### config.mk
export PLATFORM = sky130hd
export DESIGN_NAME = mipi_dphy_lane_ctrl_flat
export DESIGN_NICKNAME = d
export VERILOG_FILES = /design/src/rtl/mipi_dphy_lane_ctrl_if.sv /design/src/rtl/mipi_dphy_lane_ctrl.sv /design/src/flat_wrapper.sv
export SDC_FILE = /design/constraint.sdc
export NUM_CORES = 1
export LEC_CHECK = 0
export ABC_AREA = 0
export ABC_CLOCK_PERIOD_IN_PS = 3600
export BUFFER_PORTS_ARGS = -buffer_cell sky130_fd_sc_hd__buf_2
export CAP_MARGIN = 15
export CORE_MARGIN = 4
export CORE_UTILIZATION = 33
export DETAILED_ROUTE_END_ITERATION = 10
export GPL_TIMING_DRIVEN = 0
export PLACE_DENSITY_LB_ADDON = 0.15
export RECOVER_POWER = 100
export REMOVE_ABC_BUFFERS = 1
export SYNTH_ARGS = -nofsm -noshare
export SYNTH_HDL_FRONTEND = slang
export SYNTH_SLANG_ARGS = --single-unit
### constraint.sdc
create_clock -name byte_clk -period 3.6 [get_ports byte_clk]
set_input_delay 0.54 -clock byte_clk [delete_from_list [all_inputs] [get_ports byte_clk]]
set_output_delay 0.54 -clock byte_clk [all_outputs]
set_load 0.005 [all_outputs]
### src/rtl/mipi_dphy_lane_ctrl_if.sv
// ---------------------------------------------------------------------------
// mipi_dphy_lane_ctrl_if
//
// Purpose:
//   Byte-stream handshake between the DSI packet builder (master) and the
//   D-PHY lane sequencer (slave).
//
// Signals:
//   tx_req    master->slave  request an HS burst
//   tx_data   master->slave  payload byte, bit0 transmitted first
//   tx_valid  master->slave  tx_data is valid
//   tx_last   master->slave  marks the final payload byte
//   tx_ready  slave->master  byte accepted when tx_valid & tx_ready
// ---------------------------------------------------------------------------
interface mipi_dphy_lane_ctrl_if;

   logic       tx_req;
   logic [7:0] tx_data;
   logic       tx_valid;
   logic       tx_last;
   logic       tx_ready;

   // The packet builder drives the request and the byte stream.
   modport master (
      output tx_req,
      output tx_data,
      output tx_valid,
      output tx_last,
      input  tx_ready
   );

   // The lane sequencer consumes the stream and paces it with tx_ready.
   modport slave (
      input  tx_req,
      input  tx_data,
      input  tx_valid,
      input  tx_last,
      output tx_ready
   );

endinterface

### src/rtl/mipi_dphy_lane_ctrl.sv
// ---------------------------------------------------------------------------
// mipi_dphy_lane_ctrl
//
// Purpose:
//   Sequencer for a single-data-lane MIPI D-PHY transmitter. Walks the clock
//   lane and data lane 0 through LP-to-HS entry, SoT, payload, trail and
//   HS-to-LP exit, feeding the PHY wrapper from a byte-stream handshake.
//
// Ports:
//   byte_clk     in   byte clock, all state changes on its rising edge
//   reset_n      in   asynchronous, active-low reset
//   tx           slave modport of mipi_dphy_lane_ctrl_if
//                (tx_req, tx_data, tx_valid, tx_last in; tx_ready out)
//   busy         out  high in every state except IDLE
//   underrun_err out  one-cycle pulse when the payload runs dry
//   hs_clk_en    out  clock lane in HS
//   hsxx_clk_en  out  clock lane toggling
//   hs_data_en   out  data lane 0 in HS
//   lpclk_out    out  clock-lane LP levels {P,N}
//   lp0_out      out  data-lane LP levels {P,N}
//   byte_D0      out  HS byte to the serializer
// ---------------------------------------------------------------------------
module mipi_dphy_lane_ctrl #(
   parameter int T_LPX       = 2,
   parameter int T_CLK_PREP  = 1,
   parameter int T_CLK_ZERO  = 8,
   parameter int T_CLK_PRE   = 2,
   parameter int T_HS_PREP   = 2,
   parameter int T_HS_ZERO   = 4,
   parameter int T_HS_TRAIL  = 3,
   parameter int T_CLK_POST  = 4,
   parameter int T_CLK_TRAIL = 2,
   parameter int T_HS_EXIT   = 3,
   parameter int CNT_W       = 8
) (
   input  logic                        byte_clk,
   input  logic                        reset_n,
   mipi_dphy_lane_ctrl_if.slave        tx,
   output logic                        busy,
   output logic                        underrun_err,
   output logic                        hs_clk_en,
   output logic                        hsxx_clk_en,
   output logic                        hs_data_en,
   output logic [1:0]                  lpclk_out,
   output logic [1:0]                  lp0_out,
   output logic [7:0]                  byte_D0
);

   localparam logic [7:0] SYNC_BYTE = 8'hB8;

   typedef enum logic [3:0] {
      IDLE,
      CLK_LPX,
      CLK_PREP,
      CLK_ZERO,
      CLK_PRE,
      D_LPX,
      D_PREP,
      D_ZERO,
      D_SYNC,
      D_PAYLOAD,
      D_TRAIL,
      CLK_POST,
      CLK_TRAIL,
      HS_EXIT
   } state_t;

   state_t             state;
   state_t             state_nxt;
   logic [CNT_W-1:0]   timer;
   logic [CNT_W-1:0]   timer_nxt;
   logic               last_flag;
   logic               last_nxt;
   logic [7:0]         byte_nxt;
   logic               underrun_nxt;
   logic               timer_done;
   logic               accept;
   logic [7:0]         trail_byte;

   logic [1:0]         lpclk_nxt;
   logic [1:0]         lp0_nxt;
   logic               hs_clk_nxt;
   logic               hsxx_clk_nxt;
   logic               hs_data_nxt;

   // Each timed state counts down from T-1 to 0, so it lasts exactly T cycles.
   function automatic logic [CNT_W-1:0] timer_load(input state_t s);
      case (s)
         CLK_LPX, D_LPX: timer_load = CNT_W'(T_LPX - 1);
         CLK_PREP:       timer_load = CNT_W'(T_CLK_PREP - 1);
         CLK_ZERO:       timer_load = CNT_W'(T_CLK_ZERO - 1);
         CLK_PRE:        timer_load = CNT_W'(T_CLK_PRE - 1);
         D_PREP:         timer_load = CNT_W'(T_HS_PREP - 1);
         D_ZERO:         timer_load = CNT_W'(T_HS_ZERO - 1);
         D_TRAIL:        timer_load = CNT_W'(T_HS_TRAIL - 1);
         CLK_POST:       timer_load = CNT_W'(T_CLK_POST - 1);
         CLK_TRAIL:      timer_load = CNT_W'(T_CLK_TRAIL - 1);
         HS_EXIT:        timer_load = CNT_W'(T_HS_EXIT - 1);
         default:        timer_load = '0;
      endcase
   endfunction

   // tx_ready is the one unregistered output: the sequencer takes a byte in
   // the sync cycle and in every payload cycle until the last byte is held.
   assign tx.tx_ready = (state == D_SYNC) || ((state == D_PAYLOAD) && !last_flag);
   assign accept      = tx.tx_ready & tx.tx_valid;
   assign timer_done  = (timer == '0);
   // The trail drives the inverse of the final transmitted bit so the lane
   // sees a transition into the trail level.
   assign trail_byte  = {8{~byte_D0[7]}};

   // Next-state, timer and data-path decisions. The payload path covers three
   // exits from the streaming states: a normal accept, an underrun (ready but
   // nothing valid), or the held last byte moving on into the trail.
   always_comb begin
      state_nxt    = state;
      timer_nxt    = timer_done ? timer : timer - 1'b1;
      byte_nxt     = 8'h00;
      last_nxt     = last_flag;
      underrun_nxt = 1'b0;
      case (state)
         IDLE:      if (tx.tx_req)  state_nxt = CLK_LPX;
         CLK_LPX:   if (timer_done) state_nxt = CLK_PREP;
         CLK_PREP:  if (timer_done) state_nxt = CLK_ZERO;
         CLK_ZERO:  if (timer_done) state_nxt = CLK_PRE;
         CLK_PRE:   if (timer_done) state_nxt = D_LPX;
         D_LPX:     if (timer_done) state_nxt = D_PREP;
         D_PREP:    if (timer_done) state_nxt = D_ZERO;
         D_ZERO: begin
            if (timer_done) begin
               state_nxt = D_SYNC;
               byte_nxt  = SYNC_BYTE;
            end
         end
         D_SYNC, D_PAYLOAD: begin
            if (accept) begin
               state_nxt = D_PAYLOAD;
               byte_nxt  = tx.tx_data;
               last_nxt  = tx.tx_last;
            end else begin
               state_nxt    = D_TRAIL;
               byte_nxt     = trail_byte;
               last_nxt     = 1'b0;
               underrun_nxt = tx.tx_ready;
            end
         end
         D_TRAIL: begin
            if (timer_done) state_nxt = CLK_POST;
            else            byte_nxt  = byte_D0;
         end
         CLK_POST:  if (timer_done) state_nxt = CLK_TRAIL;
         CLK_TRAIL: if (timer_done) state_nxt = HS_EXIT;
         HS_EXIT:   if (timer_done) state_nxt = IDLE;
         default:   state_nxt = IDLE;
      endcase
      if (state_nxt != state) begin
         timer_nxt = timer_load(state_nxt);
      end
   end

   // Lane levels are decoded from the upcoming state so the registered
   // outputs line up with the state they belong to.
   always_comb begin
      lpclk_nxt    = 2'b00;
      lp0_nxt      = 2'b11;
      hs_clk_nxt   = 1'b0;
      hsxx_clk_nxt = 1'b0;
      hs_data_nxt  = 1'b0;
      case (state_nxt)
         IDLE, HS_EXIT: lpclk_nxt = 2'b11;
         CLK_LPX:       lpclk_nxt = 2'b01;
         CLK_PREP:      lpclk_nxt = 2'b00;
         CLK_ZERO, CLK_TRAIL: hs_clk_nxt = 1'b1;
         CLK_PRE, CLK_POST: begin
            hs_clk_nxt   = 1'b1;
            hsxx_clk_nxt = 1'b1;
         end
         D_LPX: begin
            hs_clk_nxt   = 1'b1;
            hsxx_clk_nxt = 1'b1;
            lp0_nxt      = 2'b01;
         end
         D_PREP: begin
            hs_clk_nxt   = 1'b1;
            hsxx_clk_nxt = 1'b1;
            lp0_nxt      = 2'b00;
         end
         D_ZERO, D_SYNC, D_PAYLOAD, D_TRAIL: begin
            hs_clk_nxt   = 1'b1;
            hsxx_clk_nxt = 1'b1;
            lp0_nxt      = 2'b00;
            hs_data_nxt  = 1'b1;
         end
         default: lpclk_nxt = 2'b11;
      endcase
   end

   // Single register bank for the sequencer: state, timer, data path and all
   // PHY-facing outputs. Reset parks both lanes in LP-11 with HS disabled.
   always_ff @(posedge byte_clk or negedge reset_n) begin
      if (!reset_n) begin
         state        <= IDLE;
         timer        <= '0;
         last_flag    <= 1'b0;
         byte_D0      <= 8'h00;
         underrun_err <= 1'b0;
         busy         <= 1'b0;
         lpclk_out    <= 2'b11;
         lp0_out      <= 2'b11;
         hs_clk_en    <= 1'b0;
         hsxx_clk_en  <= 1'b0;
         hs_data_en   <= 1'b0;
      end else begin
         state        <= state_nxt;
         timer        <= timer_nxt;
         last_flag    <= last_nxt;
         byte_D0      <= byte_nxt;
         underrun_err <= underrun_nxt;
         busy         <= (state_nxt != IDLE);
         lpclk_out    <= lpclk_nxt;
         lp0_out      <= lp0_nxt;
         hs_clk_en    <= hs_clk_nxt;
         hsxx_clk_en  <= hsxx_clk_nxt;
         hs_data_en   <= hs_data_nxt;
      end
   end

endmodule
### src/flat_wrapper.sv
// flat-port wrapper written by rule: the top's interface ports become plain ports
module mipi_dphy_lane_ctrl_flat 
#(
   parameter int T_LPX       = 2,
   parameter int T_CLK_PREP  = 1,
   parameter int T_CLK_ZERO  = 8,
   parameter int T_CLK_PRE   = 2,
   parameter int T_HS_PREP   = 2,
   parameter int T_HS_ZERO   = 4,
   parameter int T_HS_TRAIL  = 3,
   parameter int T_CLK_POST  = 4,
   parameter int T_CLK_TRAIL = 2,
   parameter int T_HS_EXIT   = 3,
   parameter int CNT_W       = 8
)
  (byte_clk, reset_n, busy, underrun_err, hs_clk_en, hsxx_clk_en, hs_data_en, lpclk_out, lp0_out, byte_D0, tx_tx_req, tx_tx_data, tx_tx_valid, tx_tx_last, tx_tx_ready);
  mipi_dphy_lane_ctrl_if tx_i ();
  input  logic byte_clk;
  input  logic reset_n;
  output logic busy;
  output logic underrun_err;
  output logic hs_clk_en;
  output logic hsxx_clk_en;
  output logic hs_data_en;
  output logic [1:0] lpclk_out;
  output logic [1:0] lp0_out;
  output logic [7:0] byte_D0;
  input wire logic [$bits(tx_i.tx_req)-1:0] tx_tx_req;
  input wire logic [$bits(tx_i.tx_data)-1:0] tx_tx_data;
  input wire logic [$bits(tx_i.tx_valid)-1:0] tx_tx_valid;
  input wire logic [$bits(tx_i.tx_last)-1:0] tx_tx_last;
  output wire logic [$bits(tx_i.tx_ready)-1:0] tx_tx_ready;
  assign tx_i.tx_req = tx_tx_req;
  assign tx_i.tx_data = tx_tx_data;
  assign tx_i.tx_valid = tx_tx_valid;
  assign tx_i.tx_last = tx_tx_last;
  assign tx_tx_ready = tx_i.tx_ready;
  mipi_dphy_lane_ctrl #(.T_LPX(T_LPX), .T_CLK_PREP(T_CLK_PREP), .T_CLK_ZERO(T_CLK_ZERO), .T_CLK_PRE(T_CLK_PRE), .T_HS_PREP(T_HS_PREP), .T_HS_ZERO(T_HS_ZERO), .T_HS_TRAIL(T_HS_TRAIL), .T_CLK_POST(T_CLK_POST), .T_CLK_TRAIL(T_CLK_TRAIL), .T_HS_EXIT(T_HS_EXIT), .CNT_W(CNT_W)) u_core (.byte_clk(byte_clk), .reset_n(reset_n), .tx(tx_i), .busy(busy), .underrun_err(underrun_err), .hs_clk_en(hs_clk_en), .hsxx_clk_en(hsxx_clk_en), .hs_data_en(hs_data_en), .lpclk_out(lpclk_out), .lp0_out(lp0_out), .byte_D0(byte_D0));
endmodule
== After elaboration in Yosys (flattened, before gate mapping) ==
Memories as Yosys holds them, arrays and structs flattened.
Index checks and enable logic that the tools add are counted.

* Add/subtract/negate cells: 1
* Multipliers: 0
* Div/mod/pow operators: 0
* Order comparisons: 0
* Eq/ne operators: 28
* Shifts and indexed selects: 0
* Multiplexer cells: 28
* Bitwise logic cells: 2
* Reduce and logical (&&, ||, !) cells: 12

{| class="wikitable"
|+ Operator list
! cell !! number
|-
| case mux 4 bit (13 select lines) || 1
|-
| 2-to-1 mux 4 bit || 12
|-
| == test 4 bit, second input constant || 11
|-
| 2-to-1 mux 8 bit || 5
|-
| == test 4 x 3 -> 1 bit, second input constant || 8
|-
| case mux 8 bit (3 select lines) || 1
|-
| == test 4 x 2 -> 1 bit, second input constant || 4
|-
| OR reduction 11 bit || 1
|-
| OR reduction 10 bit || 1
|-
| == test 4 x 1 -> 1 bit, second input constant || 2
|-
| zero test 8 bit || 1
|-
| case mux 2 bit (2 select lines) || 2
|-
| OR reduction 8 bit || 1
|-
| subtractor 8 x 1 -> 8 bit, second input constant || 1
|-
| 2-to-1 mux 1 bit || 6
|-
| OR reduction 5 bit || 1
|-
| zero test 4 bit || 1
|-
| inequality test 4 bit || 1
|-
| nonzero test 4 bit || 1
|-
| OR reduction 4 bit || 1
|-
| 2-to-1 mux 2 bit || 1
|-
| inequality test 2 x 1 -> 1 bit, second input constant || 1
|-
| inequality test 2 bit, second input constant || 1
|-
| OR reduction 2 bit || 1
|-
| other kinds (5) || 5
|}

* Register bits after elaboration: 30
* Latch bits: 0
* RAM bits: 0
* Memory bits (read-only): 48
* Input bits: 13
* Output and inout bits: 18
* Word-level logic and storage cells: 83
* Memories: 1

{| class="wikitable"
|+ Memory list
! memory !! words !! width !! rd ports !! clocked after Yosys merged registers in !! wr ports !! line !! source
|-
| (name not given) || 16 || 3 || 1 || 0 || 0 || mipi_dphy_lane_ctrl.sv:88 || <nowiki>case (s)</nowiki>
|}

== Logic depth before layout (Yosys ltp) ==
Gate-level depths: netlist (run 1).

* Word-level depth: 9
* Depth in mapped cells: 10
* Gate-level depth less buffers: 9

== Worst setup path after synthesis (run 1) ==
Ideal clock, no wire load.

* Path kind: register to register
* Start: register u_core.timer[0]
* End: register u_core.timer[0]
* Library setup time: 0.121 ns
* Arrival time: 2.148 ns
* Data required time: 3.479 ns
* Slack: 1.330 ns
* Stages on the path, launching flop included: 10
* Path buffers: 1
* Period minus slack after synthesis: 2.270 ns
* Path through: dfrtp_1 inv_1 ha_1 or4b_4 nor4_4 or3_1 a32o_2 buf_6 nand2_1 o22a_1

* Word-level cells in the longest chain between the ends: 5
* Elaborated cells between the ends (all ways): 19
* Classes of those cells: 1 x add/sub; 2 x eq/ne; 14 x mux; 1 x reduce/logical; 1 x memory

{| class="wikitable"
|+ RTL lines
! what !! line !! source
|-
| start: declaration || mipi_dphy_lane_ctrl.sv:70 || <nowiki>logic [CNT_W-1:0] timer;</nowiki>
|-
| start signal: assignment || mipi_dphy_lane_ctrl.sv:215 || <nowiki>timer <= timer_nxt;</nowiki>
|-
| zero test 8 bit || mipi_dphy_lane_ctrl.sv:107 || <nowiki>assign timer_done = (timer == '0);</nowiki>
|-
| 2-to-1 mux 4 bit, or another cell as far along || mipi_dphy_lane_ctrl.sv:153 || <nowiki>HS_EXIT: if (timer_done) state_nxt = IDLE;</nowiki>
|-
| case mux 4 bit (13 select lines) || mipi_dphy_lane_ctrl.sv:121 || <nowiki>case (state)</nowiki>
|-
| memory read (16 x 3 bit) / inequality test 4 bit (equally long branches) || - ||
|-
| 2-to-1 mux 8 bit / inequality test 2 bit (equally long branches) || - ||
|}

Several ways; a longest one is shown, not always the timed one. The select of a mux whose other input is x is not followed.
A chain may end at the register's enable or synchronous reset.

== Worst setup path after layout (run 1) ==
Same ends and word-level chain as after synthesis.

==> results.json, run 1 <==
{
  "outcome": "finished with violations",
  "violations": "max-capacitance violations, max-slew violations",
  "drive_gt1_share_pct": 20.00,
  "setup-tns-final_ns": 0,
  "area_growth_pct": 13.45,
  "grt_max_degree": 31,
  "hpwl_um": 2771,
  "wl_um": 3870,
  "yosys.area_share.simple_pct": 24.68,
  "fin_crit_sh_pct": 77.95,
  "synth_compound_area_share_pct": 20.50,
  "hp-class": "input pin to flop",
  "rows": 26,
  "netlist_instances": 187,
  "drcViolationCount": 0,
  "ir_drop_mv": 0.2618,
  "slew_violations": 31,
  "grt_pass1_vias": 1380,
  "via_per_inst": 5.175,
  "setup_violations": 0,
  "grt_overflow": 0,
  "max_freq_ghz": 0.3564,
  "final_common_cell": "dfrtp_1",
  "clk_pin_slew_worst_paths_ns": 0.07,
  "synthAdderAreaFrac_pct": 1.295,
  "slew_headroom_pct": -4.735,
  "synth_edf_count": 0,
  "drt-pass1-iter-count": 4,
  "synthesis.area_sq_mm": 0.001739,
  "drt-initial-drc-count": 98,
  "cp.required_ns": 3.77,
  "drv_cap": 1,
  "synth_flop_cell": "dfrtp_1",
  "fp.dieW_um": 80.60,
  "initial_core_util_pct": 34.05,
  "crit_type": "flop to flop",
  "cts_made_buffers": 5,
  "async_reset_ff_share_pct": 100.0,
  "hold_slack_ns": 0.4211,
  "clock-sinks": 30,
  "power_density_mw_per_mm2": 908.3,
  "avgSynthCellArea_sq_um": 9.300,
  "yosys_warnings": 0,
  "ys_seq_elements": 30,
  "ant_nets": 0,
  "worstPathMaxFanout": 6,
  "netlist-cell-type-count": 55,
  "diodes": 0,
  "final_cell_mix": "dfrtp_1, buf_2, nand2_1, nor2_1, a21oi_1",
  "dieArea_sq_mm": 0.006496,
  "cts_hold_buf": 0,
  "p_leak_nw": 0.8881,
  "ios": 31,
  "grt_usage_pct": 12.83,
  "fp.coreArea_sq_mm": 0.005107,
  "post_cts_buffers": 0,
  "cts_resized": 0,
  "cts_max_path_buffers": 2,
  "grt_first_pass_wirelength_um": 6437,
  "tightest_slew_ns": 1.571,
  "crit_path_end_kind": "flop",
  "clockRootBuffer": "clkbuf_8",
  "synth_top_family_by_area": "simple AND/OR/NAND/NOR gates",
  "vias": 1475,
  "synth_mux_area_share_pct": 0.5755,
  "arrival_ns": 2.98,
  "yosysSeqAreaShare_pct": 43.45,
  "clk_latency_ns": 0.28,
  "rsz0062_at_grt": "false",
  "finalClockSkew_ns": 0.006700,
  "dieHeight_um": 80.60,
  "antenna_found_initial": 0,
  "startpoint_type": "flop",
  "wl_per_cell_um": 13.58,
  "tritoncts": "done",
  "io_buffers": 30,
  "hold_viol": 0,
  "fin_crit_ns": 2.806,
  "htreeDepth": 2,
  "place_congestion": 0.8046,
  "fin_util_pct": 38.63,
  "synthXorXnorAreaFrac_pct": 4.029,
  "nets": 228
}
metal layers:
layer	track usage [%]	share of wire [%]	vias to the layer above
met2	20.53	48	34
met5	0	0	-
met4	5.068	1.4	0
li1	-	-	734
met3	2.803	4.2	5
met1	16.75	47	702
metrics by stage:
step	power (mW)	std cells	cell area, sq um	setup WS [ns]
final	1.792	285	1973	0.7939
after global routing	1.947	285	1973	0.5956
after CTS	1.831	285	1999	0.9640
after detailed placement	1.533	277	1904	0.9677
after global placement	1.544	277	1904	0.9812
after floorplan	1.270	177	1667	1.238
flip-flops by register name, summed over array words and instances (netlist names):
signal,count
u_core.lpclk_out,2
u_core.last_flag,1
u_core.timer,8
u_core.state,4
u_core.hs_clk_en,1
u_core.byte_D0,8
u_core.underrun_err,1
u_core.busy,1
u_core.hsxx_clk_en,1
u_core.lp0_out,2
u_core.hs_data_en,1
cells in the mapped netlist, types with 2 or more instances:
cell type | instances | area (sq um)
nor4_1 | 3 | 18.77
or3_2 | 2 | 15.01
or2b_1 | 2 | 15.01
o22ai_1 | 2 | 12.51
nand2_1 | 19 | 71.32
o32ai_1 | 2 | 17.52
dfrtp_1 | 26 | 650.6
o21bai_1 | 2 | 15.01
a31oi_1 | 4 | 25.02
a21oi_1 | 16 | 80.08
clkbuf_1 | 4 | 15.01
a21o_1 | 2 | 15.01
inv_1 | 6 | 22.52
xnor2_1 | 6 | 52.55
and3_1 | 5 | 31.28
buf_6 | 4 | 45.04
xor2_1 | 2 | 17.52
dfstp_2 | 4 | 105.1
nor2b_1 | 2 | 12.51
nor2_1 | 16 | 60.06
nor3_1 | 5 | 25.02
or3_1 | 3 | 18.77
nand2b_1 | 2 | 12.51
nand3_1 | 3 | 15.01
o21ai_0 | 15 | 75.07
area by class of cell:
cell class / count / area [sq um]
Fill cell: 560 / 3134
Multi-Input combinational cell: 141 / 869.6
Sequential cell: 30 / 755.7
Timing Repair Buffer: 30 / 142.6
Tap cell: 70 / 87.58
Clock buffer: 6 / 82.58
Inverter: 6 / 22.52
Clock inverter: 2 / 12.51
worst max-delay path: stages, from the launching register on:
cell,delay [ns]
dfrtp_1,0.41
inv_1,0.07
ha_1,0.21
or4b_1,0.62
o221ai_1,0.28
nor3b_1,0.55
a21o_1,0.24
o22ai_1,0.11
o22a_1,0.21
logic make-up after synthesis:
| kind of cell | Yosys count |
|---|---|
| flops | 30 |
| buf+inv | 16 |
| compound gates | 56 |
| mux | 1 |
| xor+xnor | 8 |
| simple gates | 74 |
| fa+ha+maj | 2 |
final timing paths:
path | start | endpoint | slack [ns] | cells past startpoint
max | u_core.timer[0] | u_core.timer[0] | 0.79 | 8
min | tx_tx_valid | u_core.underrun_err | 0.42 | 2
max reg2reg | u_core.timer[0] | u_core.timer[0] | 0.79 | 8
min reg2reg | u_core.byte_D0[1] | u_core.byte_D0[1] | 0.46 | 2
max in group asynchronous | reset_n | u_core.byte_D0[7] | 2.04 | 1
min in group asynchronous | reset_n | u_core.busy | 0.64 | 1
power by group:
part / internal, mW / leakage (nW) / switching (mW)
clock: 0.153 / 0.0472 / 0.132
combinational: 0.379 / 0.459 / 0.504
sequential: 0.466 / 0.382 / 0.157
Note: power is estimated with default switching activity, not from simulation.
==> run 2, diff against run 1 <==
ABC_CLOCK_PERIOD_IN_PS = 2500   (was 3600)
clock period = 2.5 ns   (was 3.6 ns; I/O delays follow)
==> run 2 against run 1 <==
- the flow still finishes with violations (max-capacitance violations, max-slew violations)
- utilization is 2.0 points higher
- via count rose by 1.5%
- worst setup slack worse by 0.68 ns
- register-to-register slack got worse by 0.68 ns
- critical path depth decreased by 2
- critical path type unchanged
==> results.json, run 2 (synthesized netlist as in run 1, its figures left out) <==
{
  "outcome": "finished with violations",
  "violations": "max-capacitance violations, max-slew violations",
  "htreeDepth": 2,
  "io_buffers": 30,
  "grt_first_pass_wirelength_um": 6548,
  "finalClockSkew_ns": 0.007371,
  "dieArea_sq_mm": 0.006496,
  "fp.coreArea_sq_mm": 0.005107,
  "hp-class": "input pin to flop",
  "gr-max-usage-layer": "met2",
  "setup_violations": 0,
  "num-fill-cells": 544,
  "path_cells": "or4b_1, o22ai_1, nor3b_4, a21o_1, and3_1, a31o_1",
  "grt_pass1_vias": 1403,
  "initial_core_util_pct": 34.05,
  "slew_violations": 31,
  "multi_input_area_sq_um": 917.1,
  "clk_pin_slew_worst_paths_ns": 0.07,
  "wl_um": 3997,
  "crit_path_end_kind": "flop",
  "drcViolationCount": 0,
  "drive_gt1_share_pct": 27.03,
  "drv_cap": 1,
  "via_per_inst": 5.127,
  "use_met2_pct": 21.36,
  "nets": 235,
  "area_growth_pct": 19.28,
  "setup-tns-final_ns": 0,
  "drt-initial-drc-count": 114,
  "tritoncts": "done",
  "grt_usage_pct": 13.07,
  "ios": 31,
  "p_leak_nw": 0.9342,
  "largest_registers": "u_core.byte_D0 (8), u_core.timer (8), u_core.state (4)",
  "setup_ws_ns": 0.1105,
  "diodes": 0,
  "grt_max_degree": 31,
  "slew_headroom_pct": -4.263,
  "cts_hold_buf": 0,
  "worstPathMaxFanout": 19,
  "slowest_stage": "dfrtp_4",
  "dieHeight_um": 80.60,
  "power_density_mw_per_mm2": 1331,
  "seqCellArea_sq_um": 762.0,
  "arrival_ns": 2.56,
  "hold_viol": 0,
  "ir_drop_mv": 0.3859,
  "clockRootBuffer": "clkbuf_8",
  "fin_util_pct": 40.62,
  "grtUsageMet1_pct": 16.75,
  "cp.required_ns": 2.67,
  "clock-sinks": 30,
  "fp.dieW_um": 80.60,
  "rsz0062_at_grt": "false",
  "place_ws_ns": -0.1323,
  "drt-pass1-iter-count": 4,
  "hpwl_um": 2771,
  "slowest_delay_ns": 0.57,
  "final_cell_mix": "buf_2, dfrtp_1, nand2_1, nor2_1, a21oi_1",
  "fin_crit_sh_pct": 95.58,
  "crit_type": "flop to flop",
  "wl_per_cell_um": 13.69,
  "use_met3_pct": 2.803,
  "clk_latency_ns": 0.28,
  "ant_nets": 0,
  "startpoint_type": "flop",
  "power_mw": 2.761,
  "grt_overflow": 0,
  "antenna_found_initial": 0,
  "vias": 1497,
  "cts_max_path_buffers": 2,
  "place_congestion": 0.8046,
  "final_common_cell": "buf_2",
  "tightest_slew_ns": 1.564,
  "cts_made_buffers": 5,
  "fin_crit_ns": 2.389,
  "max_freq_ghz": 0.4185,
  "rows": 26
}
run 2: worst max-delay path: cells and delay by family, from the launching register on:
kind	cells	cell delay (ns)
AND/OR/NAND/NOR	3	0.89
flip-flops	1	0.57
AO/OA/AOI/OAI	3	0.81
run 2: area by class of cell:
class | count | share of cell area (%)
Clock buffer | 6 | 3.981
Clock inverter | 2 | 0.6031
Inverter | 6 | 1.086
Multi-Input combinational cell | 141 | 44.21
Sequential cell | 30 | 36.73
Tap cell | 70 | 4.222
Timing Repair Buffer | 37 | 9.168
run 2: metal layers:
metal	up-vias	wire, um
met5	-	0
met4	0	55
met3	5	179
met2	28	1904
met1	713	1858
li1	751	-
run 2: repair_timing:
action / in CTS / in global routing
pin swaps: 2 / 2
resized for setup: 0 / 10
setup endpoints to repair: 6 / 13
setup buffers: 4 / 3
run 2: per-stage QoR:
step | hold slack (ns) | cell area [sq um] | cells
2_1_floorplan | 0.07941 | 1667 | 177
3_3_place_gp | 0.4482 | 1904 | 277
3_5_place_dp | 0.4523 | 1904 | 277
4_1_cts | 0.1508 | 2029 | 289
5_1_grt | 0.2739 | 2074 | 292
6_report | 0.2679 | 2074 | 292
run 2: power by group:
part / leakage [nW] / total, mW / internal, mW / switching, mW
clock: 0.0472 / 0.411 / 0.221 / 0.190
combinational: 0.509 / 1.44 / 0.673 / 0.763
sequential: 0.378 / 0.915 / 0.679 / 0.235
total: 0.934 / 2.76 / 1.57 / 1.19
run 2: final timing paths:
kind                                        to  cells past startpoint         startpoint  slack [ns]
max                          u_core.hs_data_en                      6    u_core.state[3]        0.11
min in group asynchronous          u_core.busy                      1            reset_n        0.48
min                        u_core.underrun_err                      2        tx_tx_valid        0.27
max reg2reg                  u_core.hs_data_en                      6    u_core.state[3]        0.11
min reg2reg                  u_core.byte_D0[1]                      2  u_core.byte_D0[1]        0.46
max in group asynchronous      u_core.state[3]                      1            reset_n        0.92
